### config.mk
export PLATFORM = sky130hd
export DESIGN_NAME = multi_cycle_control_112_flat
export DESIGN_NICKNAME = d
export VERILOG_FILES = /design/src/rtl/multi_cycle_control_112_if.sv /design/src/rtl/multi_cycle_control_112.sv /design/src/flat_wrapper.sv
export SDC_FILE = /design/constraint.sdc
export NUM_CORES = 1
export LEC_CHECK = 0
export BUFFER_PORTS_ARGS = -buffer_cell sky130_fd_sc_hd__buf_2
export CAP_MARGIN = 30
export CORE_UTILIZATION = 44
export DETAILED_ROUTE_END_ITERATION = 16
export HOLD_SLACK_MARGIN = 0.08
export PLACE_DENSITY = 0.73
export SLEW_MARGIN = 20
export SYNTH_ARGS = -nofsm -noshare
export SYNTH_HDL_FRONTEND = slang
export SYNTH_SLANG_ARGS = --single-unit
### constraint.sdc
create_clock -name clk -period 1.9 [get_ports clk]
set_clock_uncertainty 0.15 [all_clocks]
set_input_delay 0.38 -clock clk [delete_from_list [all_inputs] [get_ports clk]]
set_output_delay 0.38 -clock clk [all_outputs]
set_load 0.03 [all_outputs]
### src/rtl/multi_cycle_control_112_if.sv
// Control bus between the multi-cycle MIPS controller and its datapath.
// Handshake: mem_ready is a completion strobe from memory. A read or write
// request (MemRd/MemWr) is held high every cycle until a cycle in which
// mem_ready=1 is seen; that cycle is the one in which the access completes.
// There is no backpressure from the controller toward memory.
interface multi_cycle_control_112_if #(
    parameter int CNT_W = 16
);
    // datapath -> controller
    logic [5:0]       op;
    logic             mem_ready;

    // controller -> datapath
    logic             PCWr;
    logic             PCWrCond;
    logic             IorD;
    logic             MemRd;
    logic             MemWr;
    logic             IRWr;
    logic             RegDst;
    logic             RegWr;
    logic             MemtoReg;
    logic             ALUSrcA;
    logic [1:0]       ALUSrcB;
    logic [2:0]       ALUop;
    logic             ExtOp;
    logic [1:0]       PCSrc;
    logic             illegal_op;
    logic [CNT_W-1:0] instr_cnt;
    logic [3:0]       state;

    // controller side
    modport master (
        input  op,
        input  mem_ready,
        output PCWr,
        output PCWrCond,
        output IorD,
        output MemRd,
        output MemWr,
        output IRWr,
        output RegDst,
        output RegWr,
        output MemtoReg,
        output ALUSrcA,
        output ALUSrcB,
        output ALUop,
        output ExtOp,
        output PCSrc,
        output illegal_op,
        output instr_cnt,
        output state
    );

    // datapath / memory side
    modport slave (
        output op,
        output mem_ready,
        input  PCWr,
        input  PCWrCond,
        input  IorD,
        input  MemRd,
        input  MemWr,
        input  IRWr,
        input  RegDst,
        input  RegWr,
        input  MemtoReg,
        input  ALUSrcA,
        input  ALUSrcB,
        input  ALUop,
        input  ExtOp,
        input  PCSrc,
        input  illegal_op,
        input  instr_cnt,
        input  state
    );
endinterface

### src/rtl/multi_cycle_control_112.sv
// Moore control FSM for a multi-cycle MIPS datapath (R-type, ori, lw, sw,
// beq, j). Outputs are decoded from the current state, with mem_ready
// qualifying the fetch strobes. Retired instructions are counted and
// unsupported opcodes produce a one-cycle illegal_op pulse in decode.
module multi_cycle_control_112 #(
    parameter int CNT_W = 16
) (
    input  logic                          clk,
    input  logic                          rst,
    multi_cycle_control_112_if.master     bus
);

    localparam logic [5:0] OP_R   = 6'b000000;
    localparam logic [5:0] OP_ORI = 6'b001101;
    localparam logic [5:0] OP_LW  = 6'b100011;
    localparam logic [5:0] OP_SW  = 6'b101011;
    localparam logic [5:0] OP_BEQ = 6'b000100;
    localparam logic [5:0] OP_J   = 6'b000010;

    localparam logic [CNT_W-1:0] CNT_ONE = {{(CNT_W-1){1'b0}}, 1'b1};

    typedef enum logic [3:0] {
        S_IF   = 4'd0,
        S_ID   = 4'd1,
        S_MADR = 4'd2,
        S_MRD  = 4'd3,
        S_MWB  = 4'd4,
        S_MWR  = 4'd5,
        S_REX  = 4'd6,
        S_RWB  = 4'd7,
        S_BR   = 4'd8,
        S_JMP  = 4'd9,
        S_OEX  = 4'd10,
        S_OWB  = 4'd11
    } state_t;

    state_t           state_q;
    state_t           state_d;
    logic [CNT_W-1:0] cnt_q;
    logic             retire;

    logic             pc_wr;
    logic             pc_wr_cond;
    logic             i_or_d;
    logic             mem_rd;
    logic             mem_wr;
    logic             ir_wr;
    logic             reg_dst;
    logic             reg_wr;
    logic             mem_to_reg;
    logic             alu_src_a;
    logic [1:0]       alu_src_b;
    logic [2:0]       alu_op;
    logic             ext_op;
    logic [1:0]       pc_src;
    logic             illegal;

    // State register and retired-instruction counter; reset aborts any
    // in-flight instruction without retiring it.
    always_ff @(posedge clk) begin
        if (rst) begin
            state_q <= S_IF;
            cnt_q   <= '0;
        end else begin
            state_q <= state_d;
            if (retire) begin
                cnt_q <= cnt_q + CNT_ONE;
            end
        end
    end

    // Next-state, per-state control decode and retire strobe.
    always_comb begin
        state_d    = S_IF;
        retire     = 1'b0;
        pc_wr      = 1'b0;
        pc_wr_cond = 1'b0;
        i_or_d     = 1'b0;
        mem_rd     = 1'b0;
        mem_wr     = 1'b0;
        ir_wr      = 1'b0;
        reg_dst    = 1'b0;
        reg_wr     = 1'b0;
        mem_to_reg = 1'b0;
        alu_src_a  = 1'b0;
        alu_src_b  = 2'b00;
        alu_op     = 3'b000;
        ext_op     = 1'b0;
        pc_src     = 2'b00;
        illegal    = 1'b0;

        case (state_q)
            S_IF: begin
                // Fetch and PC+4 share the cycle in which memory answers.
                mem_rd    = 1'b1;
                alu_src_b = 2'b01;
                ir_wr     = bus.mem_ready;
                pc_wr     = bus.mem_ready;
                state_d   = bus.mem_ready ? S_ID : S_IF;
            end
            S_ID: begin
                // Speculative branch target PC + (sext(imm) << 2) into ALUOut.
                alu_src_b = 2'b11;
                ext_op    = 1'b1;
                case (bus.op)
                    OP_LW, OP_SW: state_d = S_MADR;
                    OP_R:         state_d = S_REX;
                    OP_ORI:       state_d = S_OEX;
                    OP_BEQ:       state_d = S_BR;
                    OP_J:         state_d = S_JMP;
                    default: begin
                        illegal = 1'b1;
                        state_d = S_IF;
                    end
                endcase
            end
            S_MADR: begin
                alu_src_a = 1'b1;
                alu_src_b = 2'b10;
                ext_op    = 1'b1;
                state_d   = (bus.op == OP_SW) ? S_MWR : S_MRD;
            end
            S_MRD: begin
                mem_rd  = 1'b1;
                i_or_d  = 1'b1;
                state_d = bus.mem_ready ? S_MWB : S_MRD;
            end
            S_MWB: begin
                reg_wr     = 1'b1;
                mem_to_reg = 1'b1;
                retire     = 1'b1;
                state_d    = S_IF;
            end
            S_MWR: begin
                // Write request stays asserted until memory accepts it.
                mem_wr  = 1'b1;
                i_or_d  = 1'b1;
                retire  = bus.mem_ready;
                state_d = bus.mem_ready ? S_IF : S_MWR;
            end
            S_REX: begin
                alu_src_a = 1'b1;
                alu_op    = 3'b001;
                state_d   = S_RWB;
            end
            S_RWB: begin
                reg_dst = 1'b1;
                reg_wr  = 1'b1;
                retire  = 1'b1;
                state_d = S_IF;
            end
            S_BR: begin
                alu_src_a  = 1'b1;
                alu_op     = 3'b100;
                pc_wr_cond = 1'b1;
                pc_src     = 2'b01;
                retire     = 1'b1;
                state_d    = S_IF;
            end
            S_JMP: begin
                pc_wr   = 1'b1;
                pc_src  = 2'b10;
                retire  = 1'b1;
                state_d = S_IF;
            end
            S_OEX: begin
                alu_src_a = 1'b1;
                alu_src_b = 2'b10;
                alu_op    = 3'b010;
                state_d   = S_OWB;
            end
            S_OWB: begin
                reg_wr  = 1'b1;
                retire  = 1'b1;
                state_d = S_IF;
            end
            default: begin
                // Unused encodings recover to fetch with all controls idle.
                state_d = S_IF;
            end
        endcase
    end

    // Reset silences every control strobe in the same cycle it is high,
    // so a pending memory write is dropped immediately.
    always_comb begin
        bus.PCWr       = pc_wr      & ~rst;
        bus.PCWrCond   = pc_wr_cond & ~rst;
        bus.IorD       = i_or_d     & ~rst;
        bus.MemRd      = mem_rd     & ~rst;
        bus.MemWr      = mem_wr     & ~rst;
        bus.IRWr       = ir_wr      & ~rst;
        bus.RegDst     = reg_dst    & ~rst;
        bus.RegWr      = reg_wr     & ~rst;
        bus.MemtoReg   = mem_to_reg & ~rst;
        bus.ALUSrcA    = alu_src_a  & ~rst;
        bus.ALUSrcB    = rst ? 2'b00  : alu_src_b;
        bus.ALUop      = rst ? 3'b000 : alu_op;
        bus.ExtOp      = ext_op     & ~rst;
        bus.PCSrc      = rst ? 2'b00  : pc_src;
        bus.illegal_op = illegal    & ~rst;
    end

    assign bus.instr_cnt = cnt_q;
    assign bus.state     = state_q;

endmodule
### src/flat_wrapper.sv
// flat-port wrapper written by rule: the top's interface ports become plain ports
module multi_cycle_control_112_flat 
#(
    parameter int CNT_W = 16
)
  (clk, rst, bus_op, bus_mem_ready, bus_PCWr, bus_PCWrCond, bus_IorD, bus_MemRd, bus_MemWr, bus_IRWr, bus_RegDst, bus_RegWr, bus_MemtoReg, bus_ALUSrcA, bus_ALUSrcB, bus_ALUop, bus_ExtOp, bus_PCSrc, bus_illegal_op, bus_instr_cnt, bus_state);
  multi_cycle_control_112_if #(.CNT_W(CNT_W)) bus_i ();
  input  logic clk;
  input  logic rst;
  input wire logic [$bits(bus_i.op)-1:0] bus_op;
  input wire logic [$bits(bus_i.mem_ready)-1:0] bus_mem_ready;
  output wire logic [$bits(bus_i.PCWr)-1:0] bus_PCWr;
  output wire logic [$bits(bus_i.PCWrCond)-1:0] bus_PCWrCond;
  output wire logic [$bits(bus_i.IorD)-1:0] bus_IorD;
  output wire logic [$bits(bus_i.MemRd)-1:0] bus_MemRd;
  output wire logic [$bits(bus_i.MemWr)-1:0] bus_MemWr;
  output wire logic [$bits(bus_i.IRWr)-1:0] bus_IRWr;
  output wire logic [$bits(bus_i.RegDst)-1:0] bus_RegDst;
  output wire logic [$bits(bus_i.RegWr)-1:0] bus_RegWr;
  output wire logic [$bits(bus_i.MemtoReg)-1:0] bus_MemtoReg;
  output wire logic [$bits(bus_i.ALUSrcA)-1:0] bus_ALUSrcA;
  output wire logic [$bits(bus_i.ALUSrcB)-1:0] bus_ALUSrcB;
  output wire logic [$bits(bus_i.ALUop)-1:0] bus_ALUop;
  output wire logic [$bits(bus_i.ExtOp)-1:0] bus_ExtOp;
  output wire logic [$bits(bus_i.PCSrc)-1:0] bus_PCSrc;
  output wire logic [$bits(bus_i.illegal_op)-1:0] bus_illegal_op;
  output wire logic [$bits(bus_i.instr_cnt)-1:0] bus_instr_cnt;
  output wire logic [$bits(bus_i.state)-1:0] bus_state;
  assign bus_i.op = bus_op;
  assign bus_i.mem_ready = bus_mem_ready;
  assign bus_PCWr = bus_i.PCWr;
  assign bus_PCWrCond = bus_i.PCWrCond;
  assign bus_IorD = bus_i.IorD;
  assign bus_MemRd = bus_i.MemRd;
  assign bus_MemWr = bus_i.MemWr;
  assign bus_IRWr = bus_i.IRWr;
  assign bus_RegDst = bus_i.RegDst;
  assign bus_RegWr = bus_i.RegWr;
  assign bus_MemtoReg = bus_i.MemtoReg;
  assign bus_ALUSrcA = bus_i.ALUSrcA;
  assign bus_ALUSrcB = bus_i.ALUSrcB;
  assign bus_ALUop = bus_i.ALUop;
  assign bus_ExtOp = bus_i.ExtOp;
  assign bus_PCSrc = bus_i.PCSrc;
  assign bus_illegal_op = bus_i.illegal_op;
  assign bus_instr_cnt = bus_i.instr_cnt;
  assign bus_state = bus_i.state;
  multi_cycle_control_112 #(.CNT_W(CNT_W)) u_core (.clk(clk), .rst(rst), .bus(bus_i));
endmodule
==> impl_results.rst <==
.. list-table::
   :header-rows: 1

   * - Metric
     - Value
   * - Routability-driven placement congestion ratio
     - ~0.88
   * - Family with the most delay on the worst path
     - simple AND/OR/NAND/NOR gates
   * - Post-Syn Area per Cell
     - about 7.4 um^2
   * - Total Power
     - approximately 950 uW
   * - Via count of the first global-routing pass
     - ~1700
   * - Slowest stage delay, CP
     - around 0.43 ns
   * - FFs w/ async S/R, synth
     - 0%
   * - Non-filler cells, final
     - 304
   * - Worst-path maximum fanout
     - 6
   * - Syn. warnings
     - 0
   * - Final cycle utilization of the critical path
     - 116%
   * - Leading cell types by count after synthesis
     - nor2_1, dfxtp_1, a21oi_1, nand2_1
   * - Share of final-layout standard cells stronger than drive strength 1
     - 55.3%
   * - Hold WC Path Type
     - in2reg
   * - Clock buffers created by TritonCTS
     - 3
   * - Total Die Area
     - between 3000 and 4000 um^2
   * - Run status
     - complete, but fails checks
   * - Post-detailed-route via-to-cell ratio
     - about 5.9
   * - Final setup TNS
     - -5.11 ns
   * - Logic depth of the worst register-to-register path
     - 7
   * - Total congestion overflow after global routing
     - 0
   * - Critical Path, Cell by Cell
     - buf_4 > or3_4 > a21oi_4 > or2_4 > buf_6
   * - Drc violations
     - 6
   * - Seq cells post-synth
     - 20
   * - Count of nets left with antenna violations after detail routing
     - 0
   * - Post-synth top area share
     - 29.5%
   * - Total wire length after detailed routing
     - just over 5000 um
   * - Insertion delay of the later-clocked pin in the worst-skew pair
     - 0.31 ns
   * - Dpl hpwl
     - between 3000 and 4000 um
   * - Core area
     - between 2000 and 3000 um^2
   * - Total vias in the final route
     - approximately 1800
   * - Cell total after placement
     - about 290
   * - Clock sink count
     - 20
   * - Cell area after technology mapping
     - 1360 um^2
   * - Library cells used by synthesis
     - 42
   * - Worst slew margin
     - 68.8%
   * - Leading area contributor after synthesis
     - dfxtp_1
   * - Final worst-path setup slack
     - -0.299 ns
   * - Clock tree from TritonCTS
     - yes
   * - Total cell area at the placement stage
     - about 2000 um^2
   * - Critical path data required time
     - approximately 1.4 ns
   * - Wire per inst
     - around 17 um
   * - Setup CP Type
     - reg2out
   * - Count of buffer and inverter cells on the critical path
     - 2
   * - Setup-violating endpoint count in the final report
     - 32
   * - Critical Path Slowest Stage Cell
     - or3_4
   * - Max H-tree Level
     - 1
   * - Signal arrival time at the worst endpoint
     - about 1.7 ns
   * - Post-route worst hold slack
     - 0.301 ns
   * - Cell types with the largest area share after synthesis
     - dfxtp_1, nor2_1, a21oi_1
   * - Kind of end point of the critical path
     - primary output
   * - Area Overhead vs Synth
     - 79.6%
   * - Root buffer cell
     - clkbuf_4
   * - Max-slew violation total from the final report
     - 0
   * - Cell area after layout
     - between 2000 and 2500 um^2
   * - Pin count of the biggest net entering global routing
     - 24
   * - Post-CTS Hold Fix Bufs
     - 0
   * - Die span in y
     - about 58 um
   * - Site Rows
     - 19
   * - Type of element launching the critical path
     - flop
   * - Number of buffer cells added on primary ports
     - 47
   * - Ports
     - 48
   * - Total power density per cell area
     - between 300 and 400 nW/um^2
   * - First-pass detailed-route iteration total
     - 11
   * - Synthesized Nets
     - slightly below 200
   * - Worst vdd ir
     - about 0.65 mV
   * - Effective utilization at floorplan
     - between 40% and 50%
   * - Leakage
     - 1.08 nW
   * - GRT Util Overall
     - around 29%
   * - Number of antenna violations at the first check in global routing
     - 0
   * - Final Hold Violating Endpoints
     - 0
   * - Seq/Total Area, Yosys
     - ~30%
   * - Violated checks
     - DRC, setup timing
   * - Stages on the worst setup path
     - 5
   * - Count of nets after finishing
     - ~280
   * - DRC violation total after the first TritonRoute iteration
     - 95
   * - Number of violations of the max-capacitance limit
     - 0
   * - Die outline width
     - roughly 58 um
   * - Number of enable flip-flop cells after synthesis
     - 0
   * - Least-Margin Pin Slew
     - approximately 0.46 ns
   * - Post-Synthesis Cells
     - approximately 180
   * - Count of antenna diodes in the layout
     - 0
   * - Unrepaired setup endpoints after global routing
     - yes
   * - Main flop type after synthesis
     - dfxtp_1
   * - Clock-pin slew on the worst setup and hold paths
     - about 0.13 ns
   * - Highest clock rate
     - ~450 MHz
   * - Most used standard cell by instance count after synthesis
     - nor2_1
   * - Number of instances on the worst hold path
     - 4
   * - First-pass GRT wire length
     - 7500 um
   * - Final period demand of the worst path
     - roughly 2.2 ns
   * - Maximum clock path buffer count
     - 2
-- tightest hold or removal path, stage by stage --
cell and delay (ns):
buf_8 0.08, buf_4 0.11, or3_1 0.10, a31oi_1 0.06
-- report_power, final --
group	leakage (nW)	switching, mW	total, mW	internal, mW
Clock	0.0261	0.151	0.311	0.161
Sequential	0.165	0.00260	0.420	0.418
Combinational	0.889	0.117	0.216	0.0996
Total	1.08	0.270	0.948	0.678
-- sequential cells by signal, summed over array words and instances (netlist names) --
| signal | flops |
|---|---|
| u_core.bus.instr_cnt | 16 |
| u_core.bus.state | 4 |
-- routing by layer --
layer  up-vias  global-route usage (%)  share of wire [%]
met2        66                    55.3                 55
met3         4                    3.85                5.7
met1       871                    32.4                 39
li1        862                       -                  -
met5         -                       0                  0
met4         0                    9.06               0.71
-- logic make-up after synthesis --
logic type,count (synthesis),share of synthesized area (%)
DFF,20,29.5
buffers and inverters,17,5.25
AOI/OAI and AO/OA,43,20.4
muxes,5,3.96
xor gates and xnor gates,4,2.58
and+or+nand+nor,93,37.4
adders and majority gates,1,0.922
-- worst paths after layout --
path / from / slack, ns / to
max: u_core.bus.state[3]$_SDFF_PP0_ / -0.30 / bus_ALUSrcB[1]
min: bus_op[1] / 0.30 / u_core.bus.state[2]$_SDFF_PP0_
max reg2reg: u_core.bus.state[3]$_SDFF_PP0_ / -0.21 / u_core.bus.instr_cnt[9]$_SDFFE_PP0P_
min reg2reg: u_core.bus.instr_cnt[15]$_SDFFE_PP0P_ / 0.37 / u_core.bus.instr_cnt[15]$_SDFFE_PP0P_
-- cell type report --
cell class / instances / area, um^2
Multi-Input combinational cell: 146 / 1130
Timing Repair Buffer: 99 / 795
Sequential cell: 20 / 415
Fill cell: 164 / 390
Clock buffer: 4 / 47.5
Tap cell: 31 / 38.8
Inverter: 4 / 15.0
-- cell usage in the layout, fill, tap and decap left out, drive strengths merged, types with 2 or more instances in the layout --
cell type	count
or4	6
or2	2
nor2	22
nor4	5
inv	4
nor3b	3
and3	4
dfxtp	20
nand2	12
mux2i	2
nand3	5
nand2b	2
and4	2
or3	9
o31ai	6
a21oi	15
nand4	4
xor2	3
nor2b	7
buf	99
o32ai	2
o21ai	9
clkbuf	4
and2	2
a31oi	2
a32o	2
nor3	5
mux2	3
-- what timing repair did --
| item | 4_1_cts | 5_1_grt |
|---|---|---|
| gates cloned | 1 | 0 |
| pin swaps | 23 | 14 |
| gates resized for setup | 40 | 41 |
| buffers inserted | 10 | 4 |
| endpoints found under the setup margin | 28 | 33 |
-- per-stage QoR --
| stage | utilization (%) | worst slack [ns] |
|---|---|---|
| after floorplan | - | -0.127 |
| after global placement | 70.7 | -0.132 |
| after detailed placement | 70.7 | -0.205 |
| after CTS | 80.4 | -0.286 |
| after global routing | 86.2 | -0.333 |
| final | 86.2 | -0.299 |
(Power assumes the default switching activity.)
